**src/rtl/priority_grant_arbiter_pkg.sv**
```systemverilog
// Shared definitions for the four-requester priority grant arbiter.
package priority_grant_arbiter_pkg;

   // Arbiter states. Encodings are fixed so they line up with the existing state decode.
   typedef enum logic [1:0] {
      StIdle = 2'b00,
      StBusy = 2'b01,
      StGap  = 2'b10
   } arb_state_e;

   // Requester indices. d is the highest priority.
   localparam logic [1:0] ReqA = 2'd0;
   localparam logic [1:0] ReqB = 2'd1;
   localparam logic [1:0] ReqC = 2'd2;
   localparam logic [1:0] ReqD = 2'd3;

   localparam int unsigned DefaultMaxHold = 8;

   // Expand a requester index into a one-hot grant vector.
   function automatic logic [3:0] onehot4(input logic [1:0] idx);
      return 4'b0001 << idx;
   endfunction

endpackage

```
**src/rtl/priority_pick4.sv**
```systemverilog
// Combinational 4-to-2 priority picker: bit 3 wins over bit 2, and so on down to bit 0.
module priority_pick4
   import priority_grant_arbiter_pkg::*;
(
   input  logic [3:0] vec,
   output logic [1:0] idx,
   output logic       any
);

   // Highest set bit wins; idx reads ReqA when nothing is set.
   always_comb begin
      any = |vec;
      idx = ReqA;
      if (vec[3])      idx = ReqD;
      else if (vec[2]) idx = ReqC;
      else if (vec[1]) idx = ReqB;
   end

endmodule

```
**src/rtl/priority_grant_arbiter.sv**
```systemverilog
// Fixed-priority arbiter for four requesters. A grant is held until the owner releases it or
// reaches the hold limit. An empty cycle always separates two consecutive owners.
module priority_grant_arbiter
   import priority_grant_arbiter_pkg::*;
#(
   parameter int unsigned MAX_HOLD = DefaultMaxHold,
   parameter int unsigned CNT_W    = 4
) (
   input  logic       clk,
   input  logic       reset,
   input  logic [3:0] req,
   output logic [3:0] gnt,
   output logic [1:0] gnt_id,
   output logic       gnt_valid,
   output logic       timeout
);

   // MAX_HOLD == 2**CNT_W truncates to zero. The counter then wraps to zero on the last held
   // cycle, so the equality compare still fires at the right moment.
   localparam logic [CNT_W-1:0] MaxHoldT = CNT_W'(MAX_HOLD);

   arb_state_e       state_q, state_d;
   logic [3:0]       gnt_q, gnt_d;
   logic [1:0]       gnt_id_q, gnt_id_d;
   logic             gnt_valid_q, gnt_valid_d;
   logic             timeout_q, timeout_d;
   logic [CNT_W-1:0] hold_cnt_q, hold_cnt_d;
   logic [3:0]       mask_q, mask_d;
   logic             mask_set;

   logic [3:0] elig;
   logic [1:0] elig_idx, req_idx, winner;
   logic       elig_any, req_any;

   assign elig = req & ~mask_q;

   priority_pick4 u_pick_elig (
      .vec (elig),
      .idx (elig_idx),
      .any (elig_any)
   );

   priority_pick4 u_pick_req (
      .vec (req),
      .idx (req_idx),
      .any (req_any)
   );

   // If everyone still requesting is masked, fall back to the raw requests so nobody starves.
   assign winner = elig_any ? elig_idx : req_idx;

   // Next-state and registered-output logic.
   always_comb begin
      state_d     = state_q;
      gnt_d       = gnt_q;
      gnt_id_d    = gnt_id_q;
      gnt_valid_d = gnt_valid_q;
      timeout_d   = 1'b0;
      hold_cnt_d  = hold_cnt_q;
      mask_set    = 1'b0;
      unique case (state_q)
         StIdle, StGap: begin
            if (req_any) begin
               state_d     = StBusy;
               gnt_d       = onehot4(winner);
               gnt_id_d    = winner;
               gnt_valid_d = 1'b1;
               hold_cnt_d  = CNT_W'(1);
            end else begin
               state_d     = StIdle;
               gnt_d       = '0;
               gnt_id_d    = '0;
               gnt_valid_d = 1'b0;
               hold_cnt_d  = '0;
            end
         end
         StBusy: begin
            // A release in the limit cycle counts as a normal release, so it is checked first.
            if (!req[gnt_id_q] || hold_cnt_q == MaxHoldT) begin
               state_d     = StGap;
               gnt_d       = '0;
               gnt_id_d    = '0;
               gnt_valid_d = 1'b0;
               hold_cnt_d  = '0;
               if (req[gnt_id_q]) begin
                  timeout_d = 1'b1;
                  mask_set  = 1'b1;
               end
            end else begin
               hold_cnt_d = hold_cnt_q + CNT_W'(1);
            end
         end
         default: begin
            state_d     = StIdle;
            gnt_d       = '0;
            gnt_id_d    = '0;
            gnt_valid_d = 1'b0;
            hold_cnt_d  = '0;
         end
      endcase
   end

   // Mask update: set on forced release; a dropped request or a fully masked set clears it.
   always_comb begin
      mask_d = mask_q;
      if (mask_set) mask_d[gnt_id_q] = 1'b1;
      mask_d = mask_d & req;
      if (!elig_any && req_any) mask_d = '0;
   end

   // State and output registers with synchronous reset.
   always_ff @(posedge clk) begin
      if (reset) begin
         state_q     <= StIdle;
         gnt_q       <= '0;
         gnt_id_q    <= '0;
         gnt_valid_q <= 1'b0;
         timeout_q   <= 1'b0;
         hold_cnt_q  <= '0;
         mask_q      <= '0;
      end else begin
         state_q     <= state_d;
         gnt_q       <= gnt_d;
         gnt_id_q    <= gnt_id_d;
         gnt_valid_q <= gnt_valid_d;
         timeout_q   <= timeout_d;
         hold_cnt_q  <= hold_cnt_d;
         mask_q      <= mask_d;
      end
   end

   assign gnt       = gnt_q;
   assign gnt_id    = gnt_id_q;
   assign gnt_valid = gnt_valid_q;
   assign timeout   = timeout_q;

endmodule

```
**config.mk**
```make
export PLATFORM = sky130hd
export DESIGN_NAME = priority_grant_arbiter
export DESIGN_NICKNAME = d
export VERILOG_FILES = /design/src/rtl/priority_grant_arbiter_pkg.sv /design/src/rtl/priority_pick4.sv /design/src/rtl/priority_grant_arbiter.sv
export SDC_FILE = /design/constraint.sdc
export NUM_CORES = 1
export LEC_CHECK = 0
export BUFFER_PORTS_ARGS = -buffer_cell sky130_fd_sc_hd__buf_4
export CORE_ASPECT_RATIO = 0.9
export CORE_MARGIN = 5
export CORE_UTILIZATION = 37
export CTS_BUF_LIST = sky130_fd_sc_hd__clkbuf_8
export DETAILED_ROUTE_END_ITERATION = 8
export GPL_TIMING_DRIVEN = 0
export PLACE_DENSITY = 0.68
export SLEW_MARGIN = 20
export SYNTH_ARGS = -nofsm -noshare
export SYNTH_HDL_FRONTEND = slang
export SYNTH_SLANG_ARGS = --single-unit
```
**constraint.sdc**
```tcl
create_clock -name clk -period 2.2 [get_ports clk]
set_input_delay 0 -clock clk [delete_from_list [all_inputs] [get_ports clk]]
set_output_delay 0 -clock clk [all_outputs]
set_load 0.1 [all_outputs]
```
## After elaboration in Yosys (flattened, before gate mapping)

Cells that the tools add are included.

- Equality and inequality tests: 4
- Bitwise gates (word level): 4
- Muxes and demuxes: 30
- $add $sub $neg: 1
- Multipliers: 0
- Order comparisons: 2
- Div/mod/pow operators: 0
- Shift operators: 1
- Reduce and logical (&&, ||, !) cells: 10

Operators by type and width:

| operator | count |
|---|---|
| 2-bit 2-to-1 mux | 8 |
| 4-bit 2-to-1 mux | 4 |
| 4-bit case mux with 2 select lines | 2 |
| 1-bit 2-to-1 mux | 11 |
| 4-bit bitwise AND | 2 |
| 2-bit case mux with 2 select lines | 2 |
| 4-bit OR reduction | 2 |
| 4-bit by 1-bit adder with 4-bit output, second input constant | 1 |
| 4-bit equality test, second input constant | 1 |
| 4-bit NOT | 1 |
| 4-bit bitwise OR | 1 |
| 2-bit OR reduction | 2 |
| 1-bit by 2-bit << shifter with 4-bit output, first input constant | 1 |
| 2-bit by 3-bit less-than comparator with 1-bit output, second input constant | 1 |
| 1-bit binary-select mux with 2-bit select | 1 |
| 1-bit demux with 2-bit select | 1 |
| 2-bit by 1-bit equality test with 1-bit output, second input constant | 1 |
| 2-bit equality test, second input constant | 1 |
| 2-bit by 1-bit greater-or-equal comparator with 1-bit output, second input constant | 1 |
| 1-bit logical AND | 2 |
| 1-bit logical NOT | 2 |
| 2-bit logical NOT | 1 |
| 2-bit inequality test, second input constant | 1 |
| 1-bit case mux with 2 select lines | 1 |
| 1-bit logical OR | 1 |

- ROM bits: 0
- Bits in latches: 0
- Word-level logic and storage cells: 59
- Memories kept: 0
- Register bits after elaboration: 18
- Input bits: 6
- RAM bits: 0

## Depth between registers and ports, before layout

Gate-level depths: netlist of run 1.

- Depth in word-level cells: 9
- Depth in mapped cells: 7
- Gate-level depth less buffers: 6

## Cells and area by module

A second synthesis of run 1 with hierarchy kept.

- Cells, all modules: 78
- Area total of the unflattened synthesis: 802.0 um2

Modules (own cells, without submodules):

| module | area an instance (um2) | cells each | instances |
|---|---|---|---|
| priority_grant_arbiter | 754.5 | 70 | 1 |
| priority_pick4 | 23.8 | 4 | 2 |

## Worst setup path after synthesis of run 1

Ideal clock, no wire load.

- Path kind: register -> register
- Start point: register gnt_id_q[0], in the netlist gnt_id[0]
- End point: register gnt_valid_q, in the netlist gnt_valid
- Stages on the path, launching flop included: 6
- Arrival: 2,243 ps
- Data required time: 2,080 ps
- Path buffers: 1
- Setup slack: -163 ps
- Period minus slack after synthesis: 2,363 ps
- Cells stage by stage: dfxtp_1 > mux4_2 > nor2b_4 > and2_4 > buf_6 > or2_1

- Cells in the longest elaborated chain, start to end: 5

Ends and longest elaborated chain:

| what | RTL line | RTL |
|---|---|---|
| start, declared | priority_grant_arbiter.sv:24 | `logic [1:0] gnt_id_q, gnt_id_d;` |
| start signal, assigned | priority_grant_arbiter.sv:124 | `gnt_id_q <= gnt_id_d;` |
| 1-bit binary-select mux with 2-bit select | priority_grant_arbiter.sv:79 | `if (!req[gnt_id_q] \|\| hold_cnt_q == MaxHoldT) begin` |
| 1-bit 2-to-1 mux (implied by the code) | priority_grant_arbiter.sv:79 |  |
| 1-bit logical NOT | priority_grant_arbiter.sv:79 |  |
| 1-bit logical OR | priority_grant_arbiter.sv:79 |  |
| 2-bit inequality test (no line) | -- |  |
| end signal, assigned | priority_grant_arbiter.sv:125 | `gnt_valid_q <= gnt_valid_d;` |
| end, declared | priority_grant_arbiter.sv:25 | `logic gnt_valid_q, gnt_valid_d;` |

Every way passes these cells. The select of a mux whose other input is x is not followed.
A chain may end at the register's enable or synchronous reset.

## Worst setup path after layout of run 1

- Start point: register gnt_id_q[0], in the netlist gnt_id[0]
- End point: register gnt_q[3], in the netlist gnt[3]

- Cells in the longest elaborated chain, start to end: 5

Ends and longest elaborated chain:

| what | RTL line | RTL |
|---|---|---|
| 1-bit binary-select mux with 2-bit select | priority_grant_arbiter.sv:79 |  |
| 1-bit 2-to-1 mux (implied by the code) | priority_grant_arbiter.sv:79 |  |
| 1-bit logical NOT | priority_grant_arbiter.sv:79 |  |
| 1-bit logical OR | priority_grant_arbiter.sv:79 |  |
| 2-bit inequality test (no line) | -- |  |
| end signal, assigned | priority_grant_arbiter.sv:123 | `gnt_q <= gnt_d;` |
| end, declared | priority_grant_arbiter.sv:23 | `logic [3:0] gnt_q, gnt_d;` |

Every way passes these cells. The select of a mux whose other input is x is not followed.

==> results of run 1 <==
per-layer routing:
metal | vias up | GRT usage (%)
li1 | 307 | -
met1 | 285 | 14.1
met2 | 10 | 19.7
met3 | 0 | 5.37
met4 | 0 | 1.54
met5 | - | 0
kinds of logic (layout without fill, tap and decap cells):
group                    count (synthesis)  after routing  synth area share, %
adder cells (fa/ha/maj)                  2              2                 3.24
AO/OA/AOI/OAI                           16             16                 17.8
XOR/XNOR                                 2              2                 2.27
buffers and inverters                    4             21                 2.92
AND/OR/NAND/NOR                         32             32                 26.7
flip-flops                              17             17                 44.1
multiplexers                             1              1                 2.92
power by group through the flow:
stage	combinational, mW	clock (mW)	sequential, mW
6_report	0.194	0.230	0.348
5_1_grt	0.205	0.257	0.351
4_1_cts	0.196	0.240	0.348
3_5_place_dp	0.194	0	0.355
3_3_place_gp	0.193	0	0.353
2_1_floorplan	0.0658	0	0.434
worst max-delay path by stage:
stage	to	start	depth (start not counted)
after floorplan	gnt_id[0]	gnt_id[1]	5
after global placement	gnt[3]	gnt_id[0]	5
after detailed placement	gnt_valid	gnt_id[0]	5
after CTS	gnt[3]	gnt_id[0]	5
after global routing	gnt[3]	gnt_id[0]	5
final	gnt[3]	gnt_id[0]	5
layout make-up:
class	instances	area [µm²]	area share [%]
Buffer	1	11.3	1.19
Multi-Input combinational cell	53	409	43.1
Clock buffer	3	41.3	4.35
Timing Repair Buffer	13	97.6	10.3
Sequential cell	17	342	36.0
Tap cell	25	31.3	3.30
Clock inverter	1	5.00	0.528
Inverter	3	11.3	1.19
cell usage after synthesis (2+ instances only):
cell / count / area share [%]
sky130_fd_sc_hd__nor2_1: 2 / 0.97
sky130_fd_sc_hd__nand2b_1: 5 / 4.1
sky130_fd_sc_hd__a22o_1: 2 / 2.3
sky130_fd_sc_hd__inv_1: 3 / 1.5
sky130_fd_sc_hd__dfxtp_1: 17 / 44
sky130_fd_sc_hd__ha_1: 2 / 3.2
sky130_fd_sc_hd__o211a_1: 3 / 3.9
sky130_fd_sc_hd__nand2_1: 3 / 1.5
sky130_fd_sc_hd__a41oi_1: 2 / 2.3
sky130_fd_sc_hd__nor2b_1: 5 / 4.1
sky130_fd_sc_hd__o2bb2ai_1: 2 / 2.3
sky130_fd_sc_hd__and3_2: 4 / 3.9
sky130_fd_sc_hd__nor3b_1: 2 / 1.9
sky130_fd_sc_hd__nor3_1: 2 / 1.3
sky130_fd_sc_hd__a21oi_1: 2 / 1.3
flip-flops by register name, summed over array words and instances, names as in the netlist:
signal / flops
gnt: 4
gnt_id: 2
gnt_valid: 1
hold_cnt_q: 4
mask_q: 4
state_q: 1
timeout: 1
metrics by stage:
step	std cells	setup WS (ns)	hold slack [ns]	power, mW	cell area [µm²]
after floorplan	74	0.0409	0.114	0.500	773
after global placement	112	0.527	0.255	0.546	902
after detailed placement	112	0.519	0.264	0.549	902
after CTS	116	0.505	0.00659	0.783	948
after global routing	116	0.454	0.0177	0.812	948
final	116	0.506	0.00884	0.773	948
worst max-delay path: stages, from the launching register on:
cell and delay, ns:
sky130_fd_sc_hd__dfxtp_2 0.41, sky130_fd_sc_hd__mux4_2 0.52, sky130_fd_sc_hd__nor2b_4 0.16, sky130_fd_sc_hd__and2_4 0.15, sky130_fd_sc_hd__buf_6 0.12, sky130_fd_sc_hd__a22o_1 0.22
==> reports/results.env, run 1 <==
WL_PER_CELL_UM=14.0
YOSYS_WARNINGS=0
CTS_POST_SETUP_BUFFERS_INSERTED=0
TOP_LEVEL_PORTS=14
ROUTE.MET2.WL_UM=780
STATUS='complete, no violations'
TIMING.FINAL.SETUP_VIOLATIONS=0
CELLINTERNALPOWER_mW=0.513
MIN_TO='mask_q[0]'
POST_CTS_RESIZE_COUNT=0
FINAL.SETUP_SKEW_NS=0.00172
YOSYS.CELL_TYPES.COUNT=33
POST-ROUTE-PERIOD-UTIL_PCT=77.0
PEAK_CLOCK_FREQUENCY_SUPPORTED_BY_TIMING_MHz=590
CTS_BUFFER_DEPTH=2
DRC_VIOLATION_COUNT_AFTER_ROUTING=0
WORST_HOLD_STARTPOINT='req[0]'
NUMCTSBUFFERS=3
GRT_PASS1_WL_UM=2770
TOTAL_WIRELENGTH_OF_THE_DETAILED_ROUTED_DESIGN_UM=1630
DIE_W_UM=58.2
P_LEAK_nW=0.458
SLEW_VIOLATIONS=0
CAP_VIOL_MAX_COUNT=0
GRT_START_MAX_NET_PINS=11
INSERTEDDIODECOUNT=0
LAYOUT_COMMONEST_CELL='sky130_fd_sc_hd__dfxtp_1'
ROUTEDLENGTHMET1_UM=777
GR-USAGE-ALL-LAYERS_PCT=11.8
R2R.WORST_PATH.CELLS=5
SHARE_OF_ASYNC_SETTABLE_OR_ASYNC_RESETTABLE_FLOPS_AFTER_SYNTHESIS_PCT=0
INITIAL_CORE_UTIL_PCT=39.6
PLACE_CONGESTION=0.793
NUMBER_OF_GLOBAL_ROUTE_VIAS_BEFORE_REPAIR=613
FINAL_CORE_UTIL_PCT=48.6
R2R_END='gnt[3]'
DR_PASS1_ITERATIONS=2
HOLD_CLASS='in -> reg'
WORST_SLEW_PIN_SLEW_NS=0.669
FILLERINSTANCES=200
PWR-SHARE-COMB_PCT=25.1
SYN_NETS=82
DIE_Y_UM=53.3
P_SWITCHING_mW=0.259
DETAILED_PLACE_HPWL_UM=1190
GRT_ANTENNA_BEFORE_REPAIR=0
CP-START-KIND='flop'
CTS.CLK_SLEW.WORST_PATHS_NS=0.07
TIMING.MAX_SLEW.REL_SLACK_PCT=55.0
YS_FF_LATCH=17
AVGSYNTHCELLAREA_UM2=10.4
DRT_ITER0_DRC=4
CLKLATENCYLATEPIN_NS=0.25
GRT_REMAINING_OVERFLOW=0
CP.ARRIVAL_NS=1.84
TOP_LAYER='met3'
POST_ROUTE_CELLS_DRIVE_ABOVE_1_SHARE_PCT=31.9
CLKSINKCOUNT=17
NUMBER_OF_ENABLE_FLIP_FLOP_CELLS_AFTER_SYNTHESIS=0
VIAS_PER_CELL=5.19
CLK_ROOT_BUFFER_CELL='sky130_fd_sc_hd__clkbuf_8'
FINAL_NET_COUNT=100
POWER.CLOCK.FRACTION_PCT=29.8
PLACEMENTROWS=15
CTS.HTREE.LEVELS=1
UNREPAIRED_SETUP_ENDPOINTS_AFTER_GLOBAL_ROUTING='no'
SYNTH.CELL_AREA_UM2=772
WORSTREG2REGSTART='gnt_id[0]'
MET3WIRELENGTH_UM=71
FINALCRITICALPERIOD_NS=1.69
CP-END-KIND='flop'
MOST-COMMON-LAYOUT-CELLS='16 x sky130_fd_sc_hd__dfxtp_1, 13 x sky130_fd_sc_hd__buf_4, 5 x sky130_fd_sc_hd__nor2b_1, 5 x sky130_fd_sc_hd__nand2b_1, 4 x sky130_fd_sc_hd__and3_2'
FINALHOLDVIOLATIONS=0
PLACE.PORT_BUFFERS=13
WORST-SETUP-PATH-TYPE='reg -> reg'
WORST-R2R-SETUP-SLACK_NS=0.51
FINALSETUPTNS_NS=0
SYNTH.YOSYS.SEQ_AREA_SHARE_PCT=44.1
POSTCTSHOLDBUFS=0
SYNTH_FF_TYPE='sky130_fd_sc_hd__dfxtp_1'
FLOW.AREA_GROWTH_FROM_SYNTHESIS_PCT=22.9
CORE_REGION_AREA_MM2=0.00195
TRITONCTS='done'
POSTSYNTHCELLCOUNT=74
POWER_PER_CELL_AREA_mW_PER_MM2=815
WORST_HOLD_PATH.NUM_CELLS=2
VDD_IR_DROP_MAX_mV=0.586
CP.REQUIRED_NS=2.34
ROUTED-VIA-COUNT=602
SEQ_POWER_SHARE_PCT=45.0
ANTENNA_LEFT=0
NETSWITCHINGFRACTION_PCT=33.6
DIEAREA_MM2=0.00310
TIMING.CRITICAL_PATH.FANOUT_MAX=8
(Power assumes the default switching activity.)
==> run 2: changes to the inputs <==
==> constraint.sdc (replaced) <==
create_clock -name clk -period 1.6 [get_ports clk]
set_input_delay 0 -clock clk [delete_from_list [all_inputs] [get_ports clk]]
set_output_delay 0 -clock clk [all_outputs]
set_load 0.1 [all_outputs]
==> run 2 against run 1 <==
Net effect: sequential power up 36%; global-route usage barely moved; power rose by 39%; via count up 3.8%; sequential share of layout area fell by 0.41 points; first-iteration DRC count rose to 3.0 times the previous value; clock skew is 0.00066 ns lower; clock power rose by 38%.
==> reports/results.env, run 2 (synthesis gave the netlist of run 1 again) <==
STATUS='complete, no violations'
FINAL.SETUP_SKEW_NS=0.00106  # -0.000655 ns
CTS_BUFFER_DEPTH=2  # unchanged
SETUP_WS_NS=0.0385  # -0.468 ns
DETAILED_PLACE_HPWL_UM=1180  # -0.70%
CRIT_PATH_TOP_DELAY_CELL='sky130_fd_sc_hd__dlygate4sd3_1'
TRITONCTS='done'
NUMCTSBUFFERS=3  # unchanged
DESIGN_POWER_TOTAL_mW=1.07  # +39%
UNREPAIRED_SETUP_ENDPOINTS_AFTER_GLOBAL_ROUTING='no'
FINALHOLDVIOLATIONS=0  # unchanged
LAYOUT_COMMONEST_CELL='sky130_fd_sc_hd__buf_4'
WORST_SLEW_PIN_SLEW_NS=0.621  # -0.0486 ns
FINAL-INSTANCE-COUNT-EXCL-FILL=118  # +1.7%
TIMING.FINAL.SETUP_VIOLATIONS=0  # unchanged
CLKSINKCOUNT=17  # unchanged
DRC_VIOLATION_COUNT_AFTER_ROUTING=0  # unchanged
P_LEAK_nW=0.467  # +2.0%
LAYOUT.CELL_AREA.NON_FILLER_UM2=973  # +2.6%
PEAK_CLOCK_FREQUENCY_SUPPORTED_BY_TIMING_MHz=640
HOLD_CLASS='in -> reg'
GRT_START_MAX_NET_PINS=11  # unchanged
CTS.HTREE.LEVELS=1  # unchanged
FINALSETUPTNS_NS=0  # unchanged
VIAS_PER_CELL=5.30  # +2.1%
ROUTE.MET2.WL_UM=801  # +2.7%
INSERTEDDIODECOUNT=0  # unchanged
CP.ARRIVAL_NS=1.71  # -0.13 ns
CPPEAKSTAGEDELAY_NS=0.54  # +0.02 ns
TOP_LEVEL_PORTS=14  # unchanged
PLACE.PORT_BUFFERS=13  # unchanged
DIE_W_UM=58.2  # unchanged
TOTAL_WIRELENGTH_OF_THE_DETAILED_ROUTED_DESIGN_UM=1600  # -1.6%
CP-END-KIND='flop'
VDD_IR_DROP_MAX_mV=0.619  # +5.6%
POWER_PER_CELL_AREA_mW_PER_MM2=1100  # +35%
DRT_ITER0_DRC=12  # +8
TIMING.MAX_SLEW.REL_SLACK_PCT=58.3  # +3.3 points
MET3WIRELENGTH_UM=54  # -24%
CRIT_PATH_CELL_TRACE='dlygate4sd3_1 > buf_4 > mux4_2 > nor2b_4 > and2_4 > a22o_1'
FLOW.AREA_GROWTH_FROM_SYNTHESIS_PCT=26.1
ANTENNA_LEFT=0  # unchanged
INITIAL_CORE_UTIL_PCT=39.6  # unchanged
DIE_Y_UM=53.3  # unchanged
CP.REQUIRED_NS=1.74  # -0.60 ns
PLACE_CONGESTION=0.795  # +0.25%
CP-START-KIND='input pin'
PLACEMENTROWS=15  # unchanged
FIN_WORST_HOLD_SLACK_NS=0.0170  # +0.00811 ns
GRT_REMAINING_OVERFLOW=0  # unchanged
TIMING.CRITICAL_PATH.FANOUT_MAX=8  # unchanged
PRE_CTS_WS_NS=-0.0438  # -0.563 ns
DR_PASS1_ITERATIONS=4  # +2
WL_PER_CELL_UM=13.6  # -3.3%
MOST-COMMON-LAYOUT-CELLS='15 x sky130_fd_sc_hd__buf_4, 14 x sky130_fd_sc_hd__dfxtp_1, 5 x sky130_fd_sc_hd__nor2b_1, 5 x sky130_fd_sc_hd__nand2b_1, 4 x sky130_fd_sc_hd__and3_2'
WORST-SETUP-PATH-TYPE='in -> reg'
NUMBER_OF_GLOBAL_ROUTE_VIAS_BEFORE_REPAIR=609  # -0.65%
CAP_VIOL_MAX_COUNT=0  # unchanged
FILLERINSTANCES=202  # +1.0%
FINAL_CORE_UTIL_PCT=49.9  # +1.3 points
CORE_REGION_AREA_MM2=0.00195  # unchanged
POST_ROUTE_CELLS_DRIVE_ABOVE_1_SHARE_PCT=35.5  # +3.6 points
DIEAREA_MM2=0.00310  # unchanged
CLK_ROOT_BUFFER_CELL='sky130_fd_sc_hd__clkbuf_8'
GRT_PASS1_WL_UM=2750  # -0.47%
CLKLATENCYLATEPIN_NS=0.25  # about the same
TOP_LAYER='met3'
ROUTEDLENGTHMET1_UM=747  # -3.9%
PLACED_AREA_UM2=907  # +0.55%
GR-USAGE-ALL-LAYERS_PCT=11.8  # -0.018 points
ROUTED-VIA-COUNT=625  # +3.8%
FINALCRITICALPERIOD_NS=1.56
SLEW_VIOLATIONS=0  # unchanged
GRT_ANTENNA_BEFORE_REPAIR=0  # unchanged
CTS.CLK_SLEW.WORST_PATHS_NS=0.07  # about the same
POST-ROUTE-PERIOD-UTIL_PCT=97.6
PLACE_INST=112  # unchanged
FINAL_NET_COUNT=102  # +2.0%
## run 2: path summary, 6_finish.rpt
kind                                 from        end  slack, ns  cells after the start
worst max-delay path               req[0]     gnt[3]       0.04                      6
worst min-delay path               req[3]  mask_q[3]       0.02                      3
worst max register to register  gnt_id[0]     gnt[3]       0.09                      4
worst min register to register     gnt[2]     gnt[2]       0.47                      1
## run 2: where the power goes
part	switching (mW)	leakage [nW]	internal (mW)
Combinational	0.189	0.302	0.0911
Sequential	0.0245	0.140	0.450
Clock	0.144	0.0255	0.173
## run 2: critical path, delay by kind of cell
family	cells	cell delay (ns)
AND/OR/NAND/NOR	2	0.32
AO/OA/AOI/OAI	1	0.23
multiplexers	1	0.46
buffers and inverters	2	0.69
## run 2: layout make-up
type,instances,area (µm²),area share [%]
sequential,17,347,35.6
clock inverter,1,5.00,0.514
multi-input combinational,53,415,42.7
inverter,3,11.3,1.16
clock buffer,3,41.3,4.24
timing repair buffer,16,123,12.6
tap,25,31.3,3.21
## run 2: metal layers
metal | global-route usage [%] | up-vias
met5 | 0 | -
met4 | 2.32 | 0
met3 | 4.39 | 0
met2 | 20.3 | 9
met1 | 13.9 | 301
li1 | - | 315
## run 2: timing repair
action	4_1_cts	5_1_grt
resized for setup	0	1
setup endpoints to repair	6	2
hold buffers	1	0
gates cloned	0	0
setup buffers	2	0
hold endpoints to repair	1	0
==> run 3: changes to the inputs <==
--- a/config.mk
+++ b/config.mk
@@ -6,7 +6,7 @@
 export NUM_CORES = 1
 export LEC_CHECK = 0
 export BUFFER_PORTS_ARGS = -buffer_cell sky130_fd_sc_hd__buf_4
-export CORE_ASPECT_RATIO = 0.9
+export CORE_ASPECT_RATIO = 1.4
 export CORE_MARGIN = 5
 export CORE_UTILIZATION = 37
 export CTS_BUF_LIST = sky130_fd_sc_hd__clkbuf_8
==> run 3 against run 2 <==
Net effect: combinational power is essentially flat; highest routed layer is now met4; global-route usage shrank 1.0 points; non-clock buffer count shrank 1; critical path type is now reg -> reg; sequential power is essentially flat; final cell count shrank 4.2%; largest power group unchanged.
==> reports/results.env, run 3 (synthesis gave the netlist of run 1 again) <==
STATUS='complete, no violations'
POST-ROUTE-PERIOD-UTIL_PCT=94.8  # -2.8 points
SLEW_VIOLATIONS=0  # unchanged
SEQ_POWER_SHARE_PCT=44.7  # +0.4 points
VIAS_PER_CELL=5.39  # +1.8%
GR-USAGE-ALL-LAYERS_PCT=10.8  # -1.0 points
PLACE_INST=108  # -3.6%
CORE_REGION_AREA_MM2=0.00197  # +1.1%
CLKSINKCOUNT=17  # unchanged
VDD_IR_DROP_MAX_mV=0.599  # -3.1%
CPPEAKSTAGEDELAY_NS=0.56  # +0.02 ns
WORSTREG2REGSTART='mask_q[1]'
INITIAL_CORE_UTIL_PCT=39.1  # -0.43 points
POSTCTSHOLDBUFS=0  # -1
PLACE_CONGESTION=0.768  # -3.4%
MOST-COMMON-LAYOUT-CELLS='15 x sky130_fd_sc_hd__buf_4, 14 x sky130_fd_sc_hd__dfxtp_1, 5 x sky130_fd_sc_hd__nor2b_1, 5 x sky130_fd_sc_hd__nand2b_1, 4 x sky130_fd_sc_hd__and3_2'
GRT_REMAINING_OVERFLOW=0  # unchanged
P_LEAK_nW=0.462  # -0.99%
CELLINTERNALPOWER_mW=0.713  # -0.20%
FLOW.AREA_GROWTH_FROM_SYNTHESIS_PCT=23.3
GRT_START_MAX_NET_PINS=11  # unchanged
INSERTEDDIODECOUNT=0  # unchanged
WORST-SETUP-PATH-TYPE='reg -> reg'
FILLERINSTANCES=200  # -0.99%
CTS_BUFFER_DEPTH=2  # unchanged
UNREPAIRED_SETUP_ENDPOINTS_AFTER_GLOBAL_ROUTING='no'
PWR-SHARE-COMB_PCT=26.0  # about the same
DRT_ITER0_DRC=13  # +1
ANTENNA_LEFT=0  # unchanged
FINALCRITICALPERIOD_NS=1.52  # -0.0443 ns
DETAILED_PLACE_HPWL_UM=1220  # +2.8%
CTS_POST_SETUP_BUFFERS_INSERTED=2  # unchanged
CTS.HTREE.LEVELS=1  # unchanged
TRITONCTS='done'
DIEAREA_MM2=0.00311  # +0.37%
WORST-R2R-SETUP-SLACK_NS=0.08  # about the same
TOP_LEVEL_PORTS=14  # unchanged
FINAL.SETUP_SKEW_NS=0.00332  # +0.00226 ns
WORST_SLEW_PIN_SLEW_NS=0.680  # +0.0591 ns
TIMING.MAX_SLEW.REL_SLACK_PCT=54.3  # -4.0 points
GRT_PASS1_WL_UM=2680  # -2.5%
FINALHOLDVIOLATIONS=0  # unchanged
CRIT_PATH_TOP_DELAY_CELL='sky130_fd_sc_hd__a311oi_1'
LAYOUT_COMMONEST_CELL='sky130_fd_sc_hd__buf_4'
GRT_ANTENNA_BEFORE_REPAIR=0  # unchanged
AREA.SEQUENTIAL_UM2=347  # unchanged
FINAL-INSTANCE-COUNT-EXCL-FILL=113  # -4.2%
CP.REQUIRED_NS=1.75  # about the same
DR_PASS1_ITERATIONS=3  # -1
HOLD_CLASS='in -> reg'
DRC_VIOLATION_COUNT_AFTER_ROUTING=0  # unchanged
NUMBER_OF_GLOBAL_ROUTE_VIAS_BEFORE_REPAIR=617  # +1.3%
TOTAL_WIRELENGTH_OF_THE_DETAILED_ROUTED_DESIGN_UM=1590  # -0.94%
FIN_WORST_HOLD_SLACK_NS=0.00810  # -0.00885 ns
CRITICAL_PATH.STARTPOINT='mask_q[1]'
CAP_VIOL_MAX_COUNT=0  # unchanged
CRIT_PATH_CELL_TRACE='nand2b_1 > a311oi_1 > nor2b_1 > a22o_1'
CP-END-KIND='flop'
TIMING.CRITICAL_PATH.FANOUT_MAX=4  # -4
ROUTED-VIA-COUNT=609  # -2.6%
DIE_W_UM=48.6  # -16%
CP-START-KIND='flop'
DIE_Y_UM=64.0  # +20%
POWER_PER_CELL_AREA_mW_PER_MM2=1120  # +1.7%
NETSWITCHINGFRACTION_PCT=33.2  # -0.20 points
WL_PER_CELL_UM=14.1  # +3.4%
CLK_ROOT_BUFFER_CELL='sky130_fd_sc_hd__clkbuf_8'
FINAL_NET_COUNT=101  # -0.98%
CRIT_END='gnt[3]'
POST_ROUTE_CELLS_DRIVE_ABOVE_1_SHARE_PCT=34.8  # -0.70 points
CTS.CLK_SLEW.WORST_PATHS_NS=0.07  # about the same
PEAK_CLOCK_FREQUENCY_SUPPORTED_BY_TIMING_MHz=659  # +2.9%
POST_CTS_RESIZE_COUNT=0  # unchanged
POWER.CLOCK.FRACTION_PCT=29.4  # about the same
PLACEMENTROWS=19  # +4
R2R_END='gnt[3]'
MULTI_INPUT_COMBINATIONAL_CELL_AREA_UM2=409  # -1.5%
CLKLATENCYLATEPIN_NS=0.25  # about the same
CP.ARRIVAL_NS=1.66  # -0.05 ns
R2R.WORST_PATH.CELLS=4  # unchanged
TIMING.FINAL.SETUP_VIOLATIONS=0  # unchanged
DESIGN_POWER_TOTAL_mW=1.07  # -0.50%
PLACE.PORT_BUFFERS=13  # unchanged
NUMCTSBUFFERS=3  # unchanged
P_SWITCHING_mW=0.353  # -1.1%
## run 3: worst max-delay path: cells and delay by family, from the launching register on
family	cells	cell delay [ns]
flops	1	0.31
compound gates	2	0.78
simple gates	2	0.33
## run 3: area by class of cell
type                    count  area share (%)
clock buffers               3            4.34
multi-input cells          53            43.0
clock inverters             1           0.526
repair buffers             15            11.8
well taps                  21            2.76
flip-flops and latches     17            36.4
inverters                   3            1.18
## run 3: how the worst min path moves through the flow
stage | start | to | slack (ns) | depth (start not counted)
finish | req[0] | mask_q[0] | 0.008 | 2
detailed placement | req[0] | mask_q[0] | 0.27 | 2
global route | req[0] | mask_q[0] | 0.003 | 2
global placement | req[0] | mask_q[0] | 0.25 | 2
CTS | req[0] | mask_q[0] | 0.008 | 2
floorplan | req[3] | mask_q[3] | 0.11 | 2
## run 3: routing by layer
metal,track usage (%),routed length (µm)
met1,11.2,664
met2,18.6,841
met3,3.49,65
met4,6.06,17
met5,0,0
## run 3: power groups by stage
stage	clock, mW	sequential, mW	combinational [mW]
2_1_floorplan	0	0.599	0.0903
3_3_place_gp	0	0.487	0.265
3_5_place_dp	0	0.488	0.266
4_1_cts	0.324	0.475	0.279
5_1_grt	0.342	0.480	0.294
6_report	0.313	0.476	0.277
## run 3: per-stage QoR
step | util [%] | worst slack [ns] | TNS [ns] | area, µm²
after floorplan | - | -0.220 | -1.47 | 778
after global placement | 45.7 | -0.0526 | -0.217 | 902
after detailed placement | 45.7 | -0.0478 | -0.201 | 902
after CTS | 48.3 | 0.0721 | 0 | 952
after global routing | 48.3 | 0.0273 | 0 | 952
final | 48.3 | 0.0828 | 0 | 952
